### config.mk
export PLATFORM = sky130hd
export DESIGN_NAME = rf_spill_fill_mem
export DESIGN_NICKNAME = d
export VERILOG_FILES = /design/src/rtl/rf_spill_fill_mem.sv
export SDC_FILE = /design/constraint.sdc
export NUM_CORES = 2
export LEC_CHECK = 0
export ABC_CLOCK_PERIOD_IN_PS = 7850
export BUFFER_PORTS_ARGS = -buffer_cell sky130_fd_sc_hd__clkbuf_2
export CAP_MARGIN = 5
export CORE_UTILIZATION = 34
export CTS_CLUSTER_SIZE = 20
export DETAILED_ROUTE_END_ITERATION = 10
export HOLD_SLACK_MARGIN = 0.02
export PLACE_DENSITY = 0.51
export SLEW_MARGIN = 0
export SYNTH_ARGS = -nofsm -noshare
export SYNTH_HDL_FRONTEND = slang
export SYNTH_SLANG_ARGS = --single-unit
### constraint.sdc
create_clock -name CLK -period 7.85 [get_ports CLK]
set_input_delay 0.785 -clock CLK [delete_from_list [all_inputs] [get_ports CLK]]
set_output_delay 0.785 -clock CLK [all_outputs]
set_load 0.02 [all_outputs]
### src/rtl/rf_spill_fill_mem.sv
// rf_spill_fill_mem: LIFO backing stack for spilled register windows, streams the most recent window back on FILL.
module rf_spill_fill_mem #(
  parameter int NBITS = 64,
  parameter int N = 3,
  parameter int STACK_WINDOWS = 8,
  localparam int WPW = 2 * N,
  localparam int DEPTH_W = STACK_WINDOWS * WPW,
  localparam int CW = $clog2(DEPTH_W + 1)
) (
  input  logic             CLK,
  input  logic             RESET,
  input  logic             SPILL,
  input  logic [NBITS-1:0] MEM_BUS,
  input  logic             FILL,
  output logic [NBITS-1:0] MEM_BUSread,
  output logic             FILL_VALID,
  output logic             BUSY,
  output logic [CW-1:0]    STACK_CNT,
  output logic             OVERFLOW,
  output logic             UNDERFLOW,
  output logic             PROTO_ERR
);
  localparam int AW = $clog2(DEPTH_W);
  localparam int SW = $clog2(WPW);
  localparam int FW = $clog2(WPW + 1);
  typedef enum logic {IDLE, FILLING} state_t;
  state_t state;
  logic [NBITS-1:0] mem [DEPTH_W];
  logic [SW-1:0] sc;
  logic [FW-1:0] fc;
  logic [CW-1:0] top;
  logic push;
  assign top = STACK_CNT - 1'b1;
  assign push = state == IDLE && SPILL && STACK_CNT < CW'(DEPTH_W);
  always_ff @(posedge CLK)
    if (push) mem[STACK_CNT[AW-1:0]] <= MEM_BUS;
  // The accepting FILL edge already issues the first read, so fc counts words issued and
  // one extra FILLING cycle (fc==WPW) presents the last word before returning to IDLE.
  always_ff @(posedge CLK or posedge RESET) begin
    if (RESET) begin
      state       <= IDLE;
      MEM_BUSread <= '0;
      FILL_VALID  <= 1'b0;
      BUSY        <= 1'b0;
      STACK_CNT   <= '0;
      OVERFLOW    <= 1'b0;
      UNDERFLOW   <= 1'b0;
      PROTO_ERR   <= 1'b0;
      sc          <= '0;
      fc          <= '0;
    end else if (state == IDLE) begin
      FILL_VALID <= 1'b0;
      BUSY       <= 1'b0;
      if (SPILL) begin
        if (push) begin
          STACK_CNT <= STACK_CNT + 1'b1;
          sc        <= sc == SW'(WPW - 1) ? '0 : sc + 1'b1;
        end else OVERFLOW <= 1'b1;
        if (FILL) PROTO_ERR <= 1'b1;
      end else if (FILL) begin
        if (sc != '0) PROTO_ERR <= 1'b1;
        else if (STACK_CNT < CW'(WPW)) UNDERFLOW <= 1'b1;
        else begin
          state       <= FILLING;
          BUSY        <= 1'b1;
          FILL_VALID  <= 1'b1;
          MEM_BUSread <= mem[top[AW-1:0]];
          STACK_CNT   <= top;
          fc          <= FW'(1);
        end
      end
    end else begin
      if (SPILL || FILL) PROTO_ERR <= 1'b1;
      if (fc == FW'(WPW)) begin
        state      <= IDLE;
        BUSY       <= 1'b0;
        FILL_VALID <= 1'b0;
        fc         <= '0;
      end else begin
        MEM_BUSread <= mem[top[AW-1:0]];
        STACK_CNT   <= top;
        fc          <= fc + 1'b1;
      end
    end
  end
endmodule

Yosys cells after proc, flatten, opt, wreduce, memory -nomap -nowiden. Memory sizes are Yosys's and may differ from the RTL's. Cells that the tools add are included.

Add/subtract/negate cells: 4. $lt $le $gt $ge: 2. Equal/unequal tests: 11. Multiplexer cells: 36. Bitwise logic cells: 4. Reductions and logical operators: 14.

Operators by type and width (count): 64-bit two-way mux (6); 6-bit two-way mux (7); 3-bit two-way mux (7); 1-bit two-way mux (16); 5-bit AND reduction (3); 3-bit AND reduction (3); 3-bit nonzero test (3); 3-bit by 1-bit adder with 3-bit output, second input constant (2); 6-bit by 1-bit adder with 6-bit output, second input constant (1); 3-bit == test, second input constant (2); 6-bit by 3-bit < comparator with 1-bit output, second input constant (1); 6-bit < comparator, second input constant (1); 2-bit by 1-bit inequality test with 1-bit output, second input constant (3); 2-bit inequality test, second input constant (3); 3-bit inequality test, second input constant (2); 6-bit by 1-bit subtractor with 6-bit output, second input constant (1); 1-bit NOT (4); 4-bit AND reduction (1); 3-bit by 1-bit inequality test with 1-bit output, second input constant (1); 1-bit logical AND (2); 2-bit nonzero test (1); 1-bit logical OR (1).

Flip-flop bits (word level): 81. Bits in writable memories: 3072. Input bits: 68. Output and inout port bits: 75. Word-level logic and storage cells: 81. Memories kept: 1.

Memories: mem (words 48, bits a word 64, read ports 1, clocked after Yosys merged registers in 0, wr ports 1, RTL line 28) `logic [NBITS-1:0] mem [DEPTH_W];`.

Longest topological paths before layout. An unclocked memory read counts as a cell.

Depth in word-level cells: 7. Gate-level depth with buffers: 15. Depth with buffers taken out: 7.

Worst setup path before layout. No wires, ideal clock.

Path kind: register to register. From: register STACK_CNT[0]. To: memory mem[7][0] (enable). Setup time: 644 ps. Arrival time: 7699 ps. Data required time: 7206 ps. Setup slack: -493 ps. Cell stages (with the launch flop): 9. Path buffers: 5. Period minus slack after synthesis: 8343 ps. Path through: dfrtp_1 > buf_4 > buf_6 > buf_6 > buf_6 > nand3_1 > or2_2 > clkbuf_1 > nor4_1.

Cells in the longest elaborated chain, start to end: 4.

RTL lines: from (decl) (RTL line 18) `output logic [CW-1:0] STACK_CNT,`; from (signal assigned) (RTL line 56) `STACK_CNT <= STACK_CNT + 1'b1;`; from (signal assigned) (RTL line 68) `STACK_CNT <= top;`; from (signal assigned) (RTL line 81) `STACK_CNT <= top;`; 6-bit < comparator (RTL line 34) `assign push = state == IDLE && SPILL && STACK_CNT < CW'(DEPTH_W);`; 1-bit logical AND (RTL line 34); 1-bit two-way mux (RTL line 36) `if (push) mem[STACK_CNT[AW-1:0]] <= MEM_BUS;`; 1-bit two-way mux (implied by the code) (RTL line 36); to (decl) (RTL line 28).

Parallel ways exist; a longest one is shown, timed or not.

Final worst setup path.
From: register STACK_CNT[0]. To: memory mem[13][22] (enable).

Same word-level chain as after synthesis.

==> results.sh <==
export IMPL_use_met3_pct=2.85
export IMPL_dp_final_hpwl_mm=169
export IMPL_numCtsBuffers=336
export IMPL_seqCellArea_um2=94300
export IMPL_post_dp_cell_area_um2=127000
export IMPL_max_clock_path_buffers=4
export IMPL_ys_types=67
export IMPL_hold_viol=0
export IMPL_fin_setup_tns_ps=0
export IMPL_ys_warn_count=0
export IMPL_grt_pass1_wl_mm=472
export IMPL_finalSetupViolCount=0
export IMPL_antenna_found_initial=14
export IMPL_yosysTopAreaCellShare_pct=76.4
export IMPL_reg2reg_slack_ps=3050
export IMPL_fill_cells=31700
export IMPL_die_x_um=598
export IMPL_htree_levels=5
export IMPL_end_kind="flop"
export IMPL_pin_count=143
export IMPL_vias_per_cell=5.38
export IMPL_ys_ff_latch=3153
export IMPL_max_slew_margin_rel_pct=15.9
export IMPL_setup_slack_ps=3050
export IMPL_synth_nets=5687
export IMPL_syn_area_per_cell_um2=21.5
export IMPL_peakVddDrop_uv=970
export IMPL_fin_crit_sh_pct=61.1
export IMPL_dieArea_um2=357000
export IMPL_cts_sinks=3153
export IMPL_clock_fmax_mhz=208
export IMPL_max_cap_viol_count=0
export IMPL_drive_above_1_share_pct=25.6
export IMPL_power_density_nw_per_um2=388
export IMPL_hold_ws_ps=221
export IMPL_placement_io_buffers=142
export IMPL_start_util_pct=34.2
export IMPL_worst_pin_slew_ps=1260
export IMPL_drt_iter0_markers=5448
export IMPL_gr_total_overflow=0
export IMPL_pre_cts_ws_ps=2930
export IMPL_synth_commonest_cells="edfxtp_1 (3072), mux4_2 (768), nand2_1 (687)"
export IMPL_total_power_mw=53.6
export IMPL_grt_max_degree=140
export IMPL_busiest_layer="met2"
export IMPL_use_met1_pct=25.6
export IMPL_hp_class="in -> reg"
export IMPL_critical_path_arrival_ps=5310
export IMPL_nNetsFinal=5981
export IMPL_clock_root_buffer="clkbuf_16"
export IMPL_synth_area_leaders="edfxtp_1 (76%), mux4_2 (14%), nand2_1 (2.1%), dfrtp_1 (1.7%), nand3_1 (0.76%)"
export IMPL_dr_total_vias=58800
export IMPL_drt_total_wl_mm=333
export IMPL_dp_cells=10300
export IMPL_grt_pass1_vias=61200
export IMPL_seq_area_frac_synth_pct=78.1
export IMPL_worstPathRequired_ps=8360
export IMPL_syn_inst=5617
export IMPL_drt_pass1_iter_count=5
export IMPL_gp_congestion=0.752
export IMPL_async_flop_share_pct=2.57
export IMPL_drc_errors=0
export IMPL_path_class="reg -> reg"
export IMPL_synth_top_area_cell="edfxtp_1"
export IMPL_crit_fanout=113
export IMPL_p_leak_nw=43.3
export IMPL_drv_slew=0
export IMPL_clk_pin_slew_ps=60
export IMPL_area_growth_pct=14.3
export IMPL_clk_insertion_delay_late_ps=920
export IMPL_die_h_um=598
export IMPL_fin_cells=10900
export IMPL_critPathLaunchType="flop"
export IMPL_wire_per_inst_um=30.5
export IMPL_synth_edf_count=3072
export IMPL_ant_nets=0
export IMPL_grtUsageTotal_pct=18.5
export IMPL_gr_usage_met2_pct=30.7
export IMPL_mappedNetlistArea_um2=121000
export IMPL_synth_main_ff_cell="edfxtp_1"
export IMPL_rsz0062_at_grt="false"
export IMPL_final_core_util_pct=39.1
export IMPL_final_cell_area_um2=138000
export IMPL_fin_skew_ps=51.2
export IMPL_tritoncts="built"
export IMPL_core_area_um2=353000
export IMPL_yosysMostFrequentCell="edfxtp_1"
export IMPL_fin_crit_ps=4800
export IMPL_multi_input_area_um2=25100
export IMPL_rows=218
export IMPL_outcome="finished, final reports clean"
-- critical path: stages (launching register included) --
cell and delay (ps):
dfrtp_4 1040, buf_12 760, nand4_1 520, nor2_4 930
buf_4 840
-- final timing paths --
path                              start              end  cells past startpoint
setup / recovery           STACK_CNT[0]      mem[13][22]                      4
hold / removal                     FILL        UNDERFLOW                      3
setup reg to reg           STACK_CNT[0]      mem[13][22]                      4
hold reg to reg               PROTO_ERR        PROTO_ERR                      1
max in group asynchronous         RESET  MEM_BUSread[20]                      4
min in group asynchronous         RESET        PROTO_ERR                      3
-- area by class of cell --
| class | instances | area share (%) |
|---|---|---|
| clock buffers | 442 | 6.65 |
| repair buffers | 279 | 1.43 |
| multi-input cells | 2133 | 18.2 |
| inverters | 8 | 0.0254 |
| well taps | 4730 | 4.29 |
| clock inverters | 170 | 1.08 |
| flip-flops and latches | 3153 | 68.3 |
| diodes | 4 | 0.00726 |
-- power breakdown --
part           switching [mW]  leakage [nW]  total (mW)  internal [mW]
clock network            6.53          5.22        15.4           8.91
registers               0.490          28.6        19.5           19.0
logic                    11.3          9.46        18.7           7.35
total                    18.3          43.3        53.6           35.2
-- registers in the layout, summed over array words and instances (netlist names) --
name,cells
BUSY,1
state,1
STACK_CNT,6
OVERFLOW,1
UNDERFLOW,1
PROTO_ERR,1
MEM_BUSread,64
fc,3
mem,3072
sc,3
-- cell usage in the layout (no fill, tap or decap), types with 5 or more instances in the layout --
cell type / synthesis / final
a32oi_1: 57 / 57
nor3_2: 2 / 6
clkbuf_8: 0 / 18
clkbuf_16: 0 / 345
inv_1: 6 / 5
nor2_1: 52 / 9
mux4_2: 768 / 768
buf_12: 0 / 18
clkinv_1: 0 / 68
a32o_1: 57 / 57
a21oi_1: 14 / 14
nor2_4: 0 / 43
clkinvlp_4: 0 / 6
clkbuf_1: 105 / 79
mux2i_1: 90 / 90
clkinv_2: 0 / 57
o22ai_1: 5 / 5
nand2_1: 687 / 687
o21ai_1: 56 / 56
o211ai_1: 57 / 57
dfrtp_1: 81 / 80
a31oi_1: 5 / 5
edfxtp_1: 3072 / 3072
bufinv_16: 0 / 20
or3_1: 5 / 5
inv_6: 0 / 9
nand3_1: 184 / 184
clkbuf_2: 1 / 142
o21ai_0: 6 / 6
nor2b_1: 5 / 5
buf_4: 33 / 118
o21a_1: 5 / 5
-- cells by family after synthesis --
kind of cell | share of synthesized area, %
xor+xnor | 0.0726
buf+inv | 1.49
fa+ha+maj | 0.0207
compound gates | 1.90
mux | 15.1
simple gates | 3.33
flops | 78.1
-- metal layers --
| metal | vias to the layer above | wire (um) |
|---|---|---|
| met5 | - | 47 |
| met4 | 8 | 8570 |
| met3 | 444 | 18900 |
| met2 | 1754 | 163000 |
| met1 | 32700 | 143000 |
| li1 | 23900 | - |
-- repair_timing --
item                      in CTS  in global routing
resized for setup              0                  0
hold buffers                   1                  0
buffers inserted               0                  0
hold endpoints to repair      35                  0
No activity file was read; power rests on OpenSTA's default activity.
